==> config.mk <==
export PLATFORM = sky130hd
export DESIGN_NAME = spi_audio_rx_fifo
export DESIGN_NICKNAME = d
export VERILOG_FILES = /design/src/rtl/spi_audio_rx_fifo.sv
export SDC_FILE = /design/constraint.sdc
export NUM_CORES = 1
export LEC_CHECK = 0
export BUFFER_PORTS_ARGS = -buffer_cell sky130_fd_sc_hd__buf_4
export CAP_MARGIN = 15
export CELL_PAD_IN_SITES_DETAIL_PLACEMENT = 1
export CELL_PAD_IN_SITES_GLOBAL_PLACEMENT = 1
export CORE_MARGIN = 5
export CORE_UTILIZATION = 59
export CTS_BUF_LIST = sky130_fd_sc_hd__clkbuf_4 sky130_fd_sc_hd__clkbuf_8
export DETAILED_ROUTE_END_ITERATION = 10
export PLACE_DENSITY_LB_ADDON = 0.08
export SKIP_CTS_REPAIR_TIMING = 1
export SLEW_MARGIN = 20
export SYNTH_ARGS = -nofsm -noshare
export SYNTH_HDL_FRONTEND = slang
export SYNTH_SLANG_ARGS = --single-unit
==> constraint.sdc <==
create_clock -name clk_25mhz -period 4.95 [get_ports clk_25mhz]
set_clock_uncertainty 0.2 [all_clocks]
set_input_delay 0.495 -clock clk_25mhz [delete_from_list [all_inputs] [get_ports clk_25mhz]]
set_output_delay 0.495 -clock clk_25mhz [all_outputs]
set_load 0.02 [all_outputs]
==> src/rtl/spi_audio_rx_fifo.sv <==
// SPI slave receiver into a show-ahead FIFO; word lands in FIFO 3 clk after the sampling sclk edge reaches the pins.
// No backpressure to the SPI master: a word completing into a full FIFO with no read that cycle is dropped and flags overrun.
module spi_audio_rx_fifo #(
    parameter int DATA_W      = 16,
    parameter int FIFO_DEPTH  = 8,
    parameter int MSB_FIRST   = 1,
    parameter int SAMPLE_EDGE = 0
) (
    input  logic                          clk_25mhz,
    input  logic                          reset,
    input  logic                          com_sclk_in,
    input  logic                          com_mosi_in,
    input  logic                          com_active,
    input  logic                          rd_ready,
    input  logic                          clear_flags,
    output logic                          rd_valid,
    output logic [DATA_W-1:0]             rd_data,
    output logic [$clog2(FIFO_DEPTH):0]   fifo_count,
    output logic                          data_ready,
    output logic                          overrun,
    output logic                          frame_err,
    output logic                          teste_mosi
);
    localparam int PW = $clog2(FIFO_DEPTH);
    localparam int CW = $clog2(DATA_W);
    localparam logic [PW:0]   FULL = (PW+1)'(FIFO_DEPTH);
    localparam logic [CW-1:0] LAST = CW'(DATA_W - 1);

    typedef enum logic {IDLE, RECEIVING} state_t;

    logic [2:0]        sclk_q;
    logic [1:0]        mosi_q, act_q;
    state_t            state_q, state_d;
    logic [DATA_W-1:0] shift_q, shift_d, shifted;
    logic [CW-1:0]     cnt_q, cnt_d;
    logic              teste_q, teste_d;
    logic              word_done, frame_abort;
    logic              frame_on, sclk_edge, strobe, bit_in;

    logic [DATA_W-1:0] mem_q [FIFO_DEPTH];
    logic [PW-1:0]     wr_ptr_q, rd_ptr_q;
    logic [PW:0]       count_q, count_d;
    logic              full, rd_fire, wr_fire, drop;
    logic              data_ready_q, overrun_q, frame_err_q;

    // mosi and com_active stop at stage 2 so they line up with the sclk edge seen between stages 2 and 3
    always_ff @(posedge clk_25mhz or posedge reset) begin
        if (reset) begin
            sclk_q <= '0;
            mosi_q <= '0;
            act_q  <= 2'b11;
        end else begin
            sclk_q <= {sclk_q[1:0], com_sclk_in};
            mosi_q <= {mosi_q[0], com_mosi_in};
            act_q  <= {act_q[0], com_active};
        end
    end

    assign frame_on  = ~act_q[1];
    assign sclk_edge = (SAMPLE_EDGE != 0) ? (sclk_q[2] & ~sclk_q[1]) : (sclk_q[1] & ~sclk_q[2]);
    assign strobe    = sclk_edge & frame_on;
    assign bit_in    = mosi_q[1];

    always_comb begin
        state_d     = state_q;
        shift_d     = shift_q;
        cnt_d       = cnt_q;
        teste_d     = teste_q;
        word_done   = 1'b0;
        frame_abort = 1'b0;
        shifted     = (MSB_FIRST != 0) ? {shift_q[DATA_W-2:0], bit_in}
                                       : {bit_in, shift_q[DATA_W-1:1]};
        case (state_q)
            IDLE: begin
                if (frame_on) begin
                    state_d = RECEIVING;
                    shift_d = '0;
                    cnt_d   = '0;
                end
            end
            RECEIVING: begin
                if (!frame_on) begin
                    state_d     = IDLE;
                    frame_abort = (cnt_q != '0);
                end else if (strobe) begin
                    shift_d = shifted;
                    teste_d = bit_in;
                    if (cnt_q == LAST) begin
                        cnt_d     = '0;
                        word_done = 1'b1;
                    end else begin
                        cnt_d = cnt_q + 1'b1;
                    end
                end
            end
            default: state_d = IDLE;
        endcase
    end

    always_ff @(posedge clk_25mhz or posedge reset) begin
        if (reset) begin
            state_q <= IDLE;
            shift_q <= '0;
            cnt_q   <= '0;
            teste_q <= 1'b0;
        end else begin
            state_q <= state_d;
            shift_q <= shift_d;
            cnt_q   <= cnt_d;
            teste_q <= teste_d;
        end
    end

    // a read on the same edge frees the slot, so a full FIFO can still accept the word
    assign full    = (count_q == FULL);
    assign rd_fire = rd_valid & rd_ready;
    assign wr_fire = word_done & (~full | rd_fire);
    assign drop    = word_done & full & ~rd_fire;

    always_comb begin
        count_d = count_q;
        case ({wr_fire, rd_fire})
            2'b10:   count_d = count_q + 1'b1;
            2'b01:   count_d = count_q - 1'b1;
            default: count_d = count_q;
        endcase
    end

    always_ff @(posedge clk_25mhz) begin
        if (wr_fire) mem_q[wr_ptr_q] <= shifted;
    end

    always_ff @(posedge clk_25mhz or posedge reset) begin
        if (reset) begin
            wr_ptr_q     <= '0;
            rd_ptr_q     <= '0;
            count_q      <= '0;
            data_ready_q <= 1'b0;
            overrun_q    <= 1'b0;
            frame_err_q  <= 1'b0;
        end else begin
            if (wr_fire) wr_ptr_q <= wr_ptr_q + 1'b1;
            if (rd_fire) rd_ptr_q <= rd_ptr_q + 1'b1;
            count_q      <= count_d;
            data_ready_q <= word_done;
            overrun_q    <= drop | (overrun_q & ~clear_flags);
            frame_err_q  <= frame_abort | (frame_err_q & ~clear_flags);
        end
    end

    assign rd_valid   = (count_q != '0);
    assign rd_data    = rd_valid ? mem_q[rd_ptr_q] : '0;
    assign fifo_count = count_q;
    assign data_ready = data_ready_q;
    assign overrun    = overrun_q;
    assign frame_err  = frame_err_q;
    assign teste_mosi = teste_q;
endmodule

Yosys cells after proc, flatten, opt, wreduce, memory -nomap -nowiden. Memory sizes are Yosys's and may differ from the RTL's. Cells that the tools add are included. W data, S select, Z words.

Register bits after elaboration: 41. Output and inout bits: 25. Memories: 1. RAM bits: 128.

Memory list: mem_q (words 8, width 16, rd ports 1, clocked after Yosys merged registers in 0, write ports 1, line 40) `logic [DATA_W-1:0] mem_q [FIFO_DEPTH];`.

Add/subtract/negate cells: 5. Reductions and logical operators: 5. Mux-type cells: 20. Eq/ne operators: 7. Bitwise gates (word level): 17.

Operator list (count): $mux W15 (3); $pmux W15 S2 (1); $mux W16 (1); $mux W4 (4); $pmux W4 S2 (2); $mux W1 (9); $add A4 B1 Y4 const B (2); $and A1 B1 Y1 (8); $eq A4 B4 Y1 const B (2); $reduce_bool A4 Y1 (2); $add A3 B1 Y3 const B (2); $not A1 Y1 (6); $reduce_and A3 Y1 (2); $ne A2 B2 Y1 const B (2); $sub A4 B1 Y4 const B (1); $or A1 B1 Y1 (3); $eq A2 B1 Y1 const B (1); $eq A2 B2 Y1 const B (1); $ne A2 B1 Y1 const B (1); $reduce_bool A2 Y1 (1).

Depth between registers and ports, before layout. Gate-level depths: netlist of the first run.

Word-level depth: 9. Gate-level depth with buffers: 8. Mapped depth without buffers: 8.

Worst setup path after synthesis of the first run. No wires, ideal clock.

Path kind: register to register. Start point: register count_q[3] (netlist: fifo_count[3]). End point: memory mem_q[1][0], enable pin. Arrival: 2.376 ns. Setup slack: 1.965 ns. Data required time: 4.341 ns. Cell stages (with the launch flop): 5. Path buffers: 0. Cells stage by stage: dfrtp_1 nor2b_1 a211oi_4 nand2_1 nor3_1.

Longest elaborated chain between the ends: 6.

RTL lines: from (decl) (line 42) `logic [PW:0] count_q, count_d;`; from (signal assigned) (line 144) `count_q <= count_d;`; $reduce_bool A4 Y1 / $eq A4 B4 Y1 (equally long branches) (line 151, 115); $and A1 B1 Y1 / $not A1 Y1 (equally long branches) (line 116, 117); $or A1 B1 Y1 * (line 117) `assign wr_fire = word_done & (~full | rd_fire);`; $and A1 B1 Y1 * (line 117); $mux W1 * (line 130) `if (wr_fire) mem_q[wr_ptr_q] <= shifted;`; $mux W1 (not written as such) * (line 130); to (decl) (line 40).

Mark *: on every way between the ends. The rest lies on a longest branch, timed or not.

Final worst setup path of the first run.
Start point: register rd_ptr_q[0]. End point: output rd_data[5].

Longest elaborated chain between the ends: 2.

RTL lines: from (decl) (line 41) `logic [PW-1:0] wr_ptr_q, rd_ptr_q;`; from (signal assigned) (line 143) `if (rd_fire) rd_ptr_q <= rd_ptr_q + 1'b1;`; $mem_v2 Z8 W16; $mux W16 (line 152) `assign rd_data = rd_valid ? mem_q[rd_ptr_q] : '0;`; to (decl) (line 17) `output logic [DATA_W-1:0] rd_data,`.

Every way passes these cells.

==> results.cfg, run 1 <==
[logic_synthesis]
synth_edf_count = 128
synth-main-ff-cell = edfxtp_1
ys_ff_latch = 169
synth_cell_types = 41
yosys_warnings = 0
async_flop_share = 0.243
ys_seq_area_frac = 0.734
avgSynthCellArea_um2 = 19.0
synth_top_area_cell = edfxtp_1
syn_inst = 350
synth_top_area_share = 0.579
syn_nets = 364
netlist_area_mm2 = 0.00664
synth_area_leaders = edfxtp_1 (58%), dfrtp_1 (15%), mux4_2 (11%), mux2i_1 (2.6%), a22o_1 (2.0%)

[setup_path]
r2r_slack_ns = 2.06
reg2reg_from = cnt_q[0]
required_ns = 4.26
reg2reg_to = mem_q[6][3]
max_stage_delay_ns = 0.87
critical_path.most_common_cell = buf_4
path_class = reg2out
arrival_ns = 2.70
cp_max_fo = 23
cp_top_family = flip-flops
cp_cell_sequence = buf_4 -> mux4_2 -> mux2i_1 -> nor2_1 -> buf_4
cp_slowest_cell = dfrtp_2
crit_buf_inv = 2
critical_path.endpoint_type = output pin
cp-start-kind = flip-flop
r2r_cells = 6

[place]
dpl_worst_slack_ns = 1.96
io_buffers = 31
routabilityCongestion = 0.794
dp_hpwl_mm = 8.60
placed_cell_area_mm2 = 0.00710
dp_cells = 518

[timing]
finalCritPeriodShare = 0.686
hold_ws_ns = -0.0221
period_needed_ns = 3.39
finalSetupTns_ns = 0
report.final.slew_viol_count = 0
grt_setup_unrepaired = no
tightest_slew_ns = 0.849
setup_violations = 0
setup_ws_ns = 1.56
relSlewSlack = 0.434
finalHoldViolations = 36
clock.fmax_mhz = 295

[finish]
fill_cells = 927
area_growth_pct = 13.5
stdcell_area_mm2 = 0.00754
layout.nets = 415
layout_common_cells = edfxtp_1 (128), buf_4 (44), dfrtp_1 (37)
drive_gt1_frac = 0.291
mostFrequentLayoutCell = edfxtp_1
diodes = 0
utilization = 0.689
final_cells = 553

[die]
boundaryPins = 32
die_w_um = 116
core_area_mm2 = 0.0109
fp.dieH_um = 116
fp.dieArea_mm2 = 0.0135
initial_utilization = 0.607
rows = 38

[clock_network]
clkLatencyLatePin_ns = 0.45
root_buffer = clkbuf_8
cts_buffer_depth = 2
htreeDepth = 4
clk_pin_slew_ns = 0.09
cts.sinks = 169
cts_tree = done
cts_made_buffers = 17

[global_route]
grt_usage = 0.243
grt_pass1_wl_mm = 22.9
gr-total-overflow = 0
grt_pass1_vias = 3769
antenna_found_initial = 0
grt_max_degree = 42

[min_path]
hold_path_class = in2async

[route]
wl_per_cell_um = 26.4
route.detailed.drc = 0
drtPass1Iterations = 4
drt_iter0_markers = 229
via_per_inst = 6.19
detail-route-antenna-nets = 0
routed_wl_mm = 14.6
num_vias = 3422

[power_and_ir_drop]
finalPower_mw = 3.81
power_density_mw_per_mm2 = 505
leakagePower_nw = 2.80
vdd_drop_max_mv = 0.263

[status]
failed_checks = negative hold slack
status = finished with violations

[flow_run]
cap_violations = 0
==> synth_stat cells (3+ instances only) <==
master / count
mux2i_1: 17
o21ai_0: 4
nand2b_1: 4
a22o_1: 15
clkbuf_1: 7
inv_1: 10
ha_1: 6
mux4_2: 32
buf_2: 8
dfrtp_1: 39
edfxtp_1: 128
nand3_1: 3
xnor2_1: 5
nor2_1: 23
nand2_1: 13
==> worst max path at each step <==
stage	startpoint	endpoint	depth (start not counted)
global placement	rd_ptr_q[0]	rd_data[5]	5
CTS	rd_ptr_q[0]	rd_data[8]	5
global route	rd_ptr_q[0]	rd_data[5]	5
finish	rd_ptr_q[0]	rd_data[5]	5
detailed placement	rd_ptr_q[0]	rd_data[5]	5
floorplan	fifo_count[3]	mem_q[1][0]	4
==> state kept, by name, indices dropped and copies added (netlist names) <==
register,cells
frame_err,1
rd_ptr_q,3
teste_mosi,1
fifo_count,4
shift_q,15
mem_q,128
sclk_q,3
overrun,1
mosi_q,2
data_ready,1
state_q,1
act_q,2
wr_ptr_q,3
cnt_q,4
==> layout make-up <==
| type | instances | area [µm²] | area share |
|---|---|---|---|
| Sequential cell | 169 | 4870 | 0.647 |
| Timing Repair Buffer | 48 | 370 | 0.0491 |
| Clock inverter | 13 | 153 | 0.0202 |
| Multi-Input combinational cell | 154 | 1680 | 0.223 |
| Clock buffer | 18 | 241 | 0.0320 |
| Tap cell | 140 | 175 | 0.0232 |
| Inverter | 11 | 41.3 | 0.00548 |
==> metal layers <==
layer	wire [µm]	track usage
met4	171	0.0657
met3	799	0.0554
met5	0	0
met1	5540	0.295
met2	8100	0.439
==> worst reg2reg max path, cell delays in order (launching register included) <==
cell and delay (ns):
dfrtp_1 0.45, ha_1 0.27, nand3_1 0.16, a211oi_4 0.37
nand2b_1 0.21, nor2_1 0.57, buf_4 0.36
==> power by group <==
group / switching, mW / internal (mW)
Sequential: 0.192 / 1.55
Combinational: 0.506 / 0.569
Clock: 0.494 / 0.497
==> cell families after synthesis <==
logic type                 Yosys count  share of synthesized area
and+or+nand+nor                     55                     0.0426
muxes                               52                      0.139
xor gates and xnor gates             7                    0.00923
adders and majority gates            7                     0.0143
DFF                                169                      0.734
AOI/OAI and AO/OA                   33                     0.0430
buffers and inverters               27                     0.0179
Power figures use the tool's default switching activity.
==> run 2, diff against run 1 <==
--- a/config.mk
+++ b/config.mk
@@ -5,12 +5,13 @@
 export SDC_FILE = /design/constraint.sdc
 export NUM_CORES = 1
 export LEC_CHECK = 0
+export ABC_AREA = 1
 export BUFFER_PORTS_ARGS = -buffer_cell sky130_fd_sc_hd__buf_4
 export CAP_MARGIN = 15
 export CELL_PAD_IN_SITES_DETAIL_PLACEMENT = 1
 export CELL_PAD_IN_SITES_GLOBAL_PLACEMENT = 1
 export CORE_MARGIN = 5
-export CORE_UTILIZATION = 59
+export CORE_UTILIZATION = 47
 export CTS_BUF_LIST = sky130_fd_sc_hd__clkbuf_4 sky130_fd_sc_hd__clkbuf_8
 export DETAILED_ROUTE_END_ITERATION = 10
 export PLACE_DENSITY_LB_ADDON = 0.08
==> constraint.sdc (replaced) <==
create_clock -name clk_25mhz -period 2.8 [get_ports clk_25mhz]
set_clock_uncertainty 0.2 [all_clocks]
set_input_delay 0.28 -clock clk_25mhz [delete_from_list [all_inputs] [get_ports clk_25mhz]]
set_output_delay 0.28 -clock clk_25mhz [all_outputs]
set_load 0.02 [all_outputs]
==> run 2 against run 1 <==
Effect of this change:
- the run now ends clean
- flip-flop and latch count unchanged
- setup slack worse by 1.2 ns
- register-to-register slack worse by 1.7 ns
- sequential share of layout area is 2.2 points lower
- area after synthesis grew 2.8%
- synthesized cell count rose by 63%
- core utilization decreased by 15 points
- critical path depth increased by 2
- non-clock buffer count increased by 8
- largest cell class unchanged
==> results.cfg, run 2 <==
[global_route]
grt_pass1_vias = 4789
grt_usage = 0.199
grt_max_degree = 67
gr-total-overflow = 0
antenna_found_initial = 0
grt_pass1_wl_mm = 25.3

[place]
dp_cells = 779
dpl_worst_slack_ns = 0.416
dp_hpwl_mm = 10.1
io_buffers = 31
routabilityCongestion = 0.777
placed_cell_area_mm2 = 0.00732

[finish]
mostFrequentLayoutCell = nor2_1
fill_cells = 1515
drive_gt1_frac = 0.164
multi_input_area_mm2 = 0.00168
regArea_mm2 = 0.00487
area_growth_pct = 14.3
stdcell_area_mm2 = 0.00780
final_cells = 817
diodes = 0
largest_register = mem_q
largest_reg_flops = 128
layout_common_cells = nor2_1 (134), edfxtp_1 (128), o21ai_0 (106)
reg.largest.list = mem_q x128, shift_q x15
layout.nets = 634
utilization = 0.543

[die]
core_area_mm2 = 0.0144
die_w_um = 131
fp.dieArea_mm2 = 0.0170
boundaryPins = 32
fp.dieH_um = 131
rows = 44
initial_utilization = 0.475

[min_path]
hold_path_class = reg2reg
min_to = sclk_q[1]
holdPathStages = 0
min_from = sclk_q[0]

[timing]
clock.fmax_mhz = 405
setup_violations = 0
grt_setup_unrepaired = no
finalCritPeriodShare = 0.882
finalHoldViolations = 0
tightest_slew_ns = 0.742
report.final.slew_viol_count = 0
relSlewSlack = 0.502
period_needed_ns = 2.47
setup_ws_ns = 0.330

[logic_synthesis]
synth_common_cells = nor2_1 (134), edfxtp_1 (128), o21ai_0 (106)
yosys_warnings = 0
synth_area_leaders = edfxtp_1 (56%), dfrtp_1 (14%), o21ai_0 (7.8%), nor2_1 (7.4%), inv_1 (1.9%)
synth_cell_types = 31
ys_seq_area_frac = 0.714
ys_ff_latch = 169
synth_top_area_cell = edfxtp_1
synth-main-ff-cell = edfxtp_1
syn_inst = 572
avgSynthCellArea_um2 = 11.9
synth_most_common_cell = nor2_1
syn_nets = 586
netlist_area_mm2 = 0.00683
synth_top_area_share = 0.563
synth_edf_count = 128
async_flop_share = 0.243

[route]
wl_per_cell_um = 19.4
route.detailed.drc = 0
drt_iter0_markers = 360
drtPass1Iterations = 4
via_per_inst = 5.38
routed_wl_mm = 15.8
num_vias = 4395
detail-route-antenna-nets = 0

[setup_path]
cp-start-kind = flip-flop
cp_max_fo = 33
reg2reg_to = fifo_count[3]
r2r_cells = 14
r2r_slack_ns = 0.40
arrival_ns = 1.99
path_class = reg2out
critical_path.endpoint_type = output pin
required_ns = 2.32
reg2reg_from = cnt_q[0]

[clock_network]
htreeDepth = 4
cts_tree = done
cts.sinks = 169
root_buffer = clkbuf_8
clkLatencyLatePin_ns = 0.45
cts_made_buffers = 17
cts_buffer_depth = 2
clk_pin_slew_ns = 0.07

[power_and_ir_drop]
vdd_drop_max_mv = 0.334
leakagePower_nw = 2.80
finalPower_mw = 4.58
power_density_mw_per_mm2 = 587

[flow_run]
cap_violations = 0

[status]
status = complete, no violations
[run 2: cell count changes after synthesis, sizes merged, moves of 5 or more]
cell   previous run  this run
mux4             32         0
a22o             15         0
o21ai             4       120
nand2            13        28
nor2             23       138
buf               9        18
o22ai             1        15
nand3             3        11
mux2i            17         0
inv              11        39
xnor2             5         0
[run 2: logic make-up after synthesis]
family,Yosys count,share of synthesized area
AND/OR/NAND/NOR,185,0.118
AO/OA/AOI/OAI,139,0.105
flip-flops,169,0.714
adder cells (fa/ha/maj),7,0.0139
buffers and inverters,66,0.0420
XOR/XNOR,6,0.00770
[run 2: layout make-up]
type | instances | share of cell area
sequential | 169 | 0.624
multi-input combinational | 337 | 0.216
clock inverter | 9 | 0.0154
clock buffer | 23 | 0.0390
inverter | 39 | 0.0188
timing repair buffer | 56 | 0.0574
tap | 184 | 0.0295
[run 2: worst max path at each step]
stage                            from            end  slack, ns  cells after the start
final                     rd_ptr_q[0]    rd_data[15]       0.33                      7
after global routing      rd_ptr_q[0]     rd_data[6]       0.10                      8
after CTS                 rd_ptr_q[0]     rd_data[6]       0.26                      8
after detailed placement     cnt_q[0]  fifo_count[3]       0.42                     14
after global placement       cnt_q[0]  fifo_count[3]       0.55                     14
after floorplan              cnt_q[0]    mem_q[3][0]     -0.002                      7
[run 2: report_power, final]
part / total (mW) / switching (mW) / internal [mW] / leakage (nW)
logic: 0.0682 / 0.0423 / 0.0260 / 0.978
clock network: 1.82 / 0.831 / 0.987 / 0.218
registers: 2.70 / 0.0130 / 2.68 / 1.61
total: 4.58 / 0.886 / 3.70 / 2.80
[run 2: per-layer routing]
layer  vias to the layer above  global-route usage  wire length (µm)
met5                         -                   0                 0
met4                         0              0.0653               189
met3                        17              0.0378               406
met2                        47               0.343              8120
met1                      2257               0.254              7090
li1                       2074                   -                 -
[run 2: critical path, stage by stage (launching register included)]
cell     delay (ns)
dfrtp_1        0.40
inv_1          0.08
buf_4          0.35
nor2_1         0.06
o21ai_0        0.17
o21ai_0        0.11
nor2_1         0.20
buf_4          0.18
[run 2: per-stage QoR]
step                      TNS (ns)  hold slack, ns
after floorplan             -0.105          0.0845
after global placement           0           0.136
after detailed placement         0           0.144
after CTS                        0          -0.352
after global routing             0           0.170
final                            0           0.158
